**src/rtl/instruction_loader.sv**
```systemverilog
// Streams program bytes into instruction memory: four bytes are packed big-endian
// into one word, then written to consecutive word addresses starting at base_addr.
module instruction_loader #(
  parameter int unsigned DEPTH = 256,
  parameter int unsigned CW    = 9
) (
  input  logic          clk,
  input  logic          reset,
  input  logic          start,
  input  logic [31:0]   base_addr,
  input  logic [CW-1:0] word_count,
  input  logic [7:0]    byte_in,
  input  logic          byte_valid,
  output logic          byte_ready,
  output logic          mem_we,
  output logic [31:0]   mem_addr,
  output logic [31:0]   mem_wdata,
  output logic          busy,
  output logic          done,
  output logic          error,
  output logic [CW-1:0] words_written
);

  localparam int unsigned AW = 32;
  localparam int unsigned BW = 8;
  localparam int unsigned IW = 2;

  typedef enum logic [1:0] {
    IDLE  = 2'd0,
    LOAD  = 2'd1,
    WRITE = 2'd2,
    DONE  = 2'd3
  } state_t;

  state_t state, state_next;

  logic [AW-1:0]   base_q;
  logic [CW-1:0]   count_q;
  logic [IW-1:0]   byte_idx;
  logic [3*BW-1:0] asm_q;

  logic            accept_c;
  logic            xfer_c;
  logic            range_err_c;
  logic            last_word_c;
  logic [AW:0]     end_addr_c;

  logic            ready_d;
  logic            we_d;
  logic            busy_d;
  logic            done_d;

  // Range check is done one bit wider than the address so base+count cannot wrap.
  assign end_addr_c  = {1'b0, base_addr} + (AW+1)'(word_count);
  assign range_err_c = end_addr_c > (AW+1)'(DEPTH);
  assign accept_c    = (state == IDLE) && start;
  assign xfer_c      = (state == LOAD) && byte_valid;
  assign last_word_c = (words_written + CW'(1)) == count_q;

  // State register
  always_ff @(posedge clk or posedge reset) begin
    if (reset) state <= IDLE;
    else       state <= state_next;
  end

  // Next-state logic
  always_comb begin
    state_next = state;
    case (state)
      IDLE: begin
        if (accept_c) begin
          if ((word_count == '0) || range_err_c) state_next = DONE;
          else                                   state_next = LOAD;
        end
      end
      LOAD: begin
        if (xfer_c && (byte_idx == IW'(3))) state_next = WRITE;
      end
      WRITE: begin
        if (last_word_c) state_next = DONE;
        else             state_next = LOAD;
      end
      DONE:    state_next = IDLE;
      default: state_next = IDLE;
    endcase
  end

  // Output decode from the next state, so the flops below track the state register.
  always_comb begin
    ready_d = 1'b0;
    we_d    = 1'b0;
    busy_d  = 1'b0;
    done_d  = 1'b0;
    case (state_next)
      LOAD: begin
        ready_d = 1'b1;
        busy_d  = 1'b1;
      end
      WRITE: begin
        we_d   = 1'b1;
        busy_d = 1'b1;
      end
      DONE:    done_d = 1'b1;
      default: ;
    endcase
  end

  always_ff @(posedge clk or posedge reset) begin
    if (reset) begin
      byte_ready <= 1'b0;
      mem_we     <= 1'b0;
      busy       <= 1'b0;
      done       <= 1'b0;
    end else begin
      byte_ready <= ready_d;
      mem_we     <= we_d;
      busy       <= busy_d;
      done       <= done_d;
    end
  end

  // Request capture, byte assembly and word-write datapath
  always_ff @(posedge clk or posedge reset) begin
    if (reset) begin
      base_q        <= '0;
      count_q       <= '0;
      byte_idx      <= '0;
      asm_q         <= '0;
      error         <= 1'b0;
      words_written <= '0;
      mem_addr      <= '0;
      mem_wdata     <= '0;
    end else begin
      if (accept_c) begin
        base_q        <= base_addr;
        count_q       <= word_count;
        error         <= range_err_c;
        words_written <= '0;
        byte_idx      <= '0;
      end
      if (xfer_c) begin
        asm_q    <= {asm_q[2*BW-1:0], byte_in};
        byte_idx <= byte_idx + IW'(1);
        if (byte_idx == IW'(3)) begin
          mem_addr  <= base_q + AW'(words_written);
          mem_wdata <= {asm_q, byte_in};
        end
      end
      if (state == WRITE) words_written <= words_written + CW'(1);
    end
  end

endmodule

```
**config.mk**
```make
export PLATFORM = sky130hd
export DESIGN_NAME = instruction_loader
export DESIGN_NICKNAME = d
export VERILOG_FILES = /design/src/rtl/instruction_loader.sv
export SDC_FILE = /design/constraint.sdc
export NUM_CORES = 1
export LEC_CHECK = 0
export ABC_AREA = 1
export BUFFER_PORTS_ARGS = -buffer_cell sky130_fd_sc_hd__buf_2
export CAP_MARGIN = 20
export CORE_MARGIN = 10
export CORE_UTILIZATION = 25
export CTS_BUF_LIST = sky130_fd_sc_hd__clkbuf_4 sky130_fd_sc_hd__clkbuf_8
export DETAILED_ROUTE_END_ITERATION = 10
export MAX_ROUTING_LAYER = met4
export SETUP_SLACK_MARGIN = 0.4
export SLEW_MARGIN = 20
export SYNTH_ARGS = -nofsm -noshare
export SYNTH_HDL_FRONTEND = slang
export SYNTH_SLANG_ARGS = --single-unit
```
**constraint.sdc**
```tcl
create_clock -name clk -period 7.5 [get_ports clk]
set_input_delay 1.875 -clock clk [delete_from_list [all_inputs] [get_ports clk]]
set_output_delay 1.875 -clock clk [all_outputs]
set_load 0.005 [all_outputs]
```
* Yosys cells after proc, flatten, opt, wreduce, memory -nomap -nowiden
Cells that the tools add are included.
** Storage, ports and cells
- Bits in registers :: 147
** Operators by class
- $add $sub $neg :: 4
- $lt $le $gt $ge :: 1
- Equality and inequality tests :: 8
- Muxes and demuxes :: 13
- Reduce and logical (&&, ||, !) cells :: 10
** Operator list (number)
- $add A32 B9 Y33 :: 1
- $gt A33 B9 Y1 const B :: 1
- $add A32 B9 Y32 :: 1
- $mux W9 :: 2
- $mux W2 :: 6
- $eq A2 B2 Y1 const B :: 5
- $add A9 B1 Y9 const B :: 1
- $eq A9 B9 Y1 :: 1
- $logic_not A9 Y1 :: 1
- $pmux W2 S4 :: 1
- $eq A2 B1 Y1 const B :: 2
- $mux W1 :: 4
- $reduce_bool A2 Y1 :: 2
- $logic_and A1 B1 Y1 :: 3
- $add A2 B1 Y2 const B :: 1
- $logic_not A2 Y1 :: 1
- $reduce_and A2 Y1 :: 1
- $reduce_or A2 Y1 :: 1
- $logic_or A1 B1 Y1 :: 1

* Logic depth before layout (Yosys ltp)
- Depth in word-level cells :: 9
- Gate-level depth with buffers :: 21
- Mapped depth without buffers :: 20

* Worst setup path before layout
No wires, ideal clock.
- Kind :: input port to flip-flop
- From :: in base_addr[0]
- To :: reg busy
- Library setup time :: 113 ps
- Arrival time :: 3921 ps
- Data required time :: 7387 ps
- Slack :: 3466 ps
- Cell stages on the path :: 16
- Path buffers :: 0
- Path through :: ha_1 > fa_1 > nand3_1 > nand3_1 > nand2_1 > nand2_1 > nand2_2 > nand2_4 > a21oi_1 > nor2_1 > nor3_1 > nand3_1 > nand2_1 > nand2_1 > ha_1 > inv_1
** On the way
- Cells in the longest elaborated chain, start to end :: 9
** RTL lines
- start: declaration :: RTL line 10 : input logic [31:0] base_addr,
- $add A32 B9 Y33 * :: RTL line 54 : assign end_addr_c = {1'b0, base_addr} + (AW+1)'(word_count);
- $gt A33 B9 Y1 * :: RTL line 55 : assign range_err_c = end_addr_c > (AW+1)'(DEPTH);
- $logic_or A1 B1 Y1 * :: RTL line 72 : if ((word_count == '0) || range_err_c) state_next = DONE;
- $mux W2 * :: RTL line 72
- $mux W2 * :: RTL line 71 : if (accept_c) begin
- $pmux W2 S4 * :: RTL line 69 : case (state)
- $eq A2 B2 Y1 or $eq A2 B1 Y1 (tied branches) :: RTL line 94 : case (state_next)
- $reduce_or A2 Y1 (no source line) *
- $mux W1 * :: RTL line 94
- named net busy_d :: RTL line 50 : logic busy_d;
- end signal: assignment :: RTL line 117 : busy <= busy_d;
- end: declaration :: RTL line 18 : output logic busy,
The timed path passes the listed nets; every way through them passes the cells marked *.
A chain may end at the register's enable or synchronous reset.

* Worst setup path after layout
Same ends and word-level chain as after synthesis.

==> metrics.md <==
| Metric | Value |
|---|---|
| Outcome | finished, final reports clean |
| Port bufs | 130 |
| Hpwl dp | approximately 19000 µm |
| Initial antenna violation count | 0 |
| Drt pass-1 iters | 5 |
| Worst vdd ir | around 0.00014 V |
| DRC errors left | 0 |
| Worst slew pin tran | 0.929 ns |
| Clk_lat worst skew | 0.45 ns |
| Mux cell area share after synthesis | 0 |
| 1st-iter DRT viols | 584 |
| Critical path's slowest cell | fa_1 |
| Hold_ws | around 0.48 ns |
| CP max FO | 9 |
| Most frequent CP cell | nand3_1 |
| Die Area | ~40000 µm² |
| Sequential area share after synthesis | 0.456 |
| Routed WL per cell | about 15 µm |
| Final Hold Viols | 0 |
| Die Y | between 150 and 200 µm |
| Syn Area/Cell | around 7.5 µm² |
| Fin. max-slew vios | 0 |
| Placed Cells | around 1.6k |
| Cell variety after synth | 37 |
| Syn Nets | roughly 1.2k |
| Main combinational cell family by area after synthesis | simple AND/OR/NAND/NOR gates |
| Synth Warn # | 0 |
| Synth Area in Compound Gates | 0.0842 |
| Non-filler instance count after layout | ~1.6k |
| Vias/cell | about 4.5 |
| Post-Synth XOR/XNOR Area | 0.0412 |
| # setup viols final | 0 |
| End-of-flow core utilization | 0.302 |
| Clk slew on worst S/H paths | approximately 0.090 ns |
| Worst path arrival time | ~4.5 ns |
| Unrepaired setup endpoints after global routing | false |
| Core Footprint | around 32000 µm² |
| Worst hold path class | flip-flop to flip-flop |
| Synth Area in Adders | 0.0406 |
| First-pass GRT wire length | a little under 40000 µm |
| Post-CTS Setup Bufs | 0 |
| Most frequent cells in the layout | 401 x nand2_1, 147 x dfrtp_1, 130 x buf_2, 117 x inv_1, 100 x o21ai_0 |
| Commonest non-fill, non-tap cell in the layout | nand2_1 |
| I/O Pins | roughly 130 |
| Nets@finish | around 1.3k |
| Maximum clock path buffer count | 2 |
| Relative slew margins | 0.381 |
| Row count | 65 |
| CTS tree | done |
| Area Overhead vs Synth | 18.6% |
| CP Class | input pin to flip-flop |
| Crit-path max cell delay | roughly 0.45 ns |
| Period utilisation layout | 0.556 |
| TritonCTS Sinks | 147 |
| Clk root buf | clkbuf_8 |
| Simple-gate portion of the synthesized area | 0.308 |
| Pleak | around 5 nW |
| Total number of vias | 7271 |
| R2r setup slk | 4.66 ns |
| Total wire length | about 24000 µm |
| Achievable Freq | approximately 240 MHz |
| Startpoint Class | input pin |
| # hold bufs at CTS | 0 |
| Crit end category | flip-flop |
| Skew final | roughly 0.016 ns |
| Setup TNS | 0 ns |
| CP Cell Sequence | buf_2 > ha_1 > fa_1 > nand3_1 > nand3_1 > nand3_1 > nand3_2 > nand3_1 > nand2_1 > nor2_1 > nand3_1 > nor2_1 > nand3_1 > nand2_1 > nand2_1 > ha_1 > inv_1 |
| Share of layout cells above drive strength 1 | 0.162 |
| Antenna cells | 0 |
| Post-cts sizing count | 0 |
| Post-Syn Instances | around 1.1k |
| Total gr overflow | 0 |
| Fin crit period | ~4.2 ns |
| Die width | 200 µm |
| Gr usage total | 0.127 |
| Seq cells post-synth | approximately 150 |
| Final antenna-violating net count | 0 |
| Final RePlAce weighted congestion | a little over 0.9 |
| Vias in the first global route | between 7k and 8k |
| Synthesized area | just over 8000 µm² |
| Worst Path Required | roughly 8 ns |
| Largest net degree at the start of global routing | just over 100 |
| Clock buffer count from CTS | 17 |
| Max H-tree Level | 4 |
| Max-Cap Viols | 0 |
| Initial core utilization | 0.254 |
| Pwr/cell area | between 300 and 400 nW/µm² |
[layout make-up]
| class | count | area (µm²) |
|---|---|---|
| tap | 402 | 503 |
| sequential | 147 | 3680 |
| clock inverter | 13 | 149 |
| clock buffer | 19 | 262 |
| inverter | 120 | 455 |
| timing repair buffer | 134 | 681 |
| multi-input combinational | 780 | 3840 |
| fill | 3436 | 22100 |
[cells in the mapped netlist]
cell type  instances  area [µm²]
nand2_1          402        1510
dfrtp_1          147        3680
inv_1            118         443
o21ai_0          100         500
nand3_1           62         310
nor2_1            48         180
clkbuf_1          25        93.8
nand4_1           24         150
ha_1              23         288
xnor2_1           19         166
xor2_1            19         166
nor3_1            17        85.1
a21oi_1           13        65.1
nand2_2            7        43.8
nor4_1             6        37.5
o22ai_1            6        37.5
nor2_2             5        31.3
or2_2              4        25.0
a21boi_0           3        22.5
nand3b_1           3        22.5
o21ai_2            3        26.3
and2_1             2        12.5
fa_1               2        40.0
nand3_2            2        20.0
nor3_2             2        20.0
o211ai_1           2        15.0
a21boi_1           1        7.51
and3_1             1        6.26
buf_1              1        3.75
buf_2              1        5.00
buf_6              1        11.3
clkinv_1           1        3.75
inv_2              1        3.75
nand2_4            1        11.3
nor2_4             1        11.3
nor3b_2            1        12.5
o21ai_1            1        5.00
[worst paths after layout]
kind / startpoint / to / depth (start not counted)
setup reg to reg: state[1] / busy / 10
hold reg to reg: mem_wdata[30] / mem_wdata[30] / 2
setup / recovery: base_addr[0] / busy / 17
min in group asynchronous: reset / mem_wdata[5] / 2
max in group asynchronous: reset / mem_addr[16] / 3
hold / removal: mem_wdata[30] / mem_wdata[30] / 2
[power breakdown]
group / leakage (nW) / internal, mW / switching, mW
sequential: 1.90 / 1.11 / 0.246
combinational: 2.92 / 0.389 / 0.595
clock: 0.200 / 0.318 / 0.323
total: 5.02 / 1.82 / 1.16
[registers in the layout (all words and copies together) (netlist names), 2 cells and up]
name / flops
asm_q: 24
mem_wdata: 32
words_written: 9
count_q: 9
byte_idx: 2
mem_addr: 32
base_q: 32
state: 2
[routing by layer]
metal / global-route usage / routed length (µm)
met1: 0.175 / 12200
met2: 0.186 / 10200
met3: 0.0261 / 1590
met4: 0.0308 / 261
met5: - / 0
[per-stage QoR]
step                      cell area, µm²  setup slack [ns]  power, mW
final                               9570              3.33       2.98
after global routing                9570              3.11       3.25
after CTS                           9570              3.39       3.03
after detailed placement            9160              2.91       2.38
after global placement              9160              2.94       2.35
after floorplan                     8070              1.67       1.93
[worst max-delay path: cells and delay by family]
family                   cells  cell delay (ns)
adder cells (fa/ha/maj)      3             1.01
AND/OR/NAND/NOR             12             1.50
buffers and inverters        2             0.14
[cells by family (layout without fill, tap and decap cells)]
kind of cell | count (synthesis) | count (layout)
AND/OR/NAND/NOR | 588 | 588
buffers and inverters | 148 | 286
flip-flops | 147 | 147
AO/OA/AOI/OAI | 129 | 129
XOR/XNOR | 38 | 38
adder cells (fa/ha/maj) | 25 | 25
Note: power is estimated with default switching activity, not from simulation.
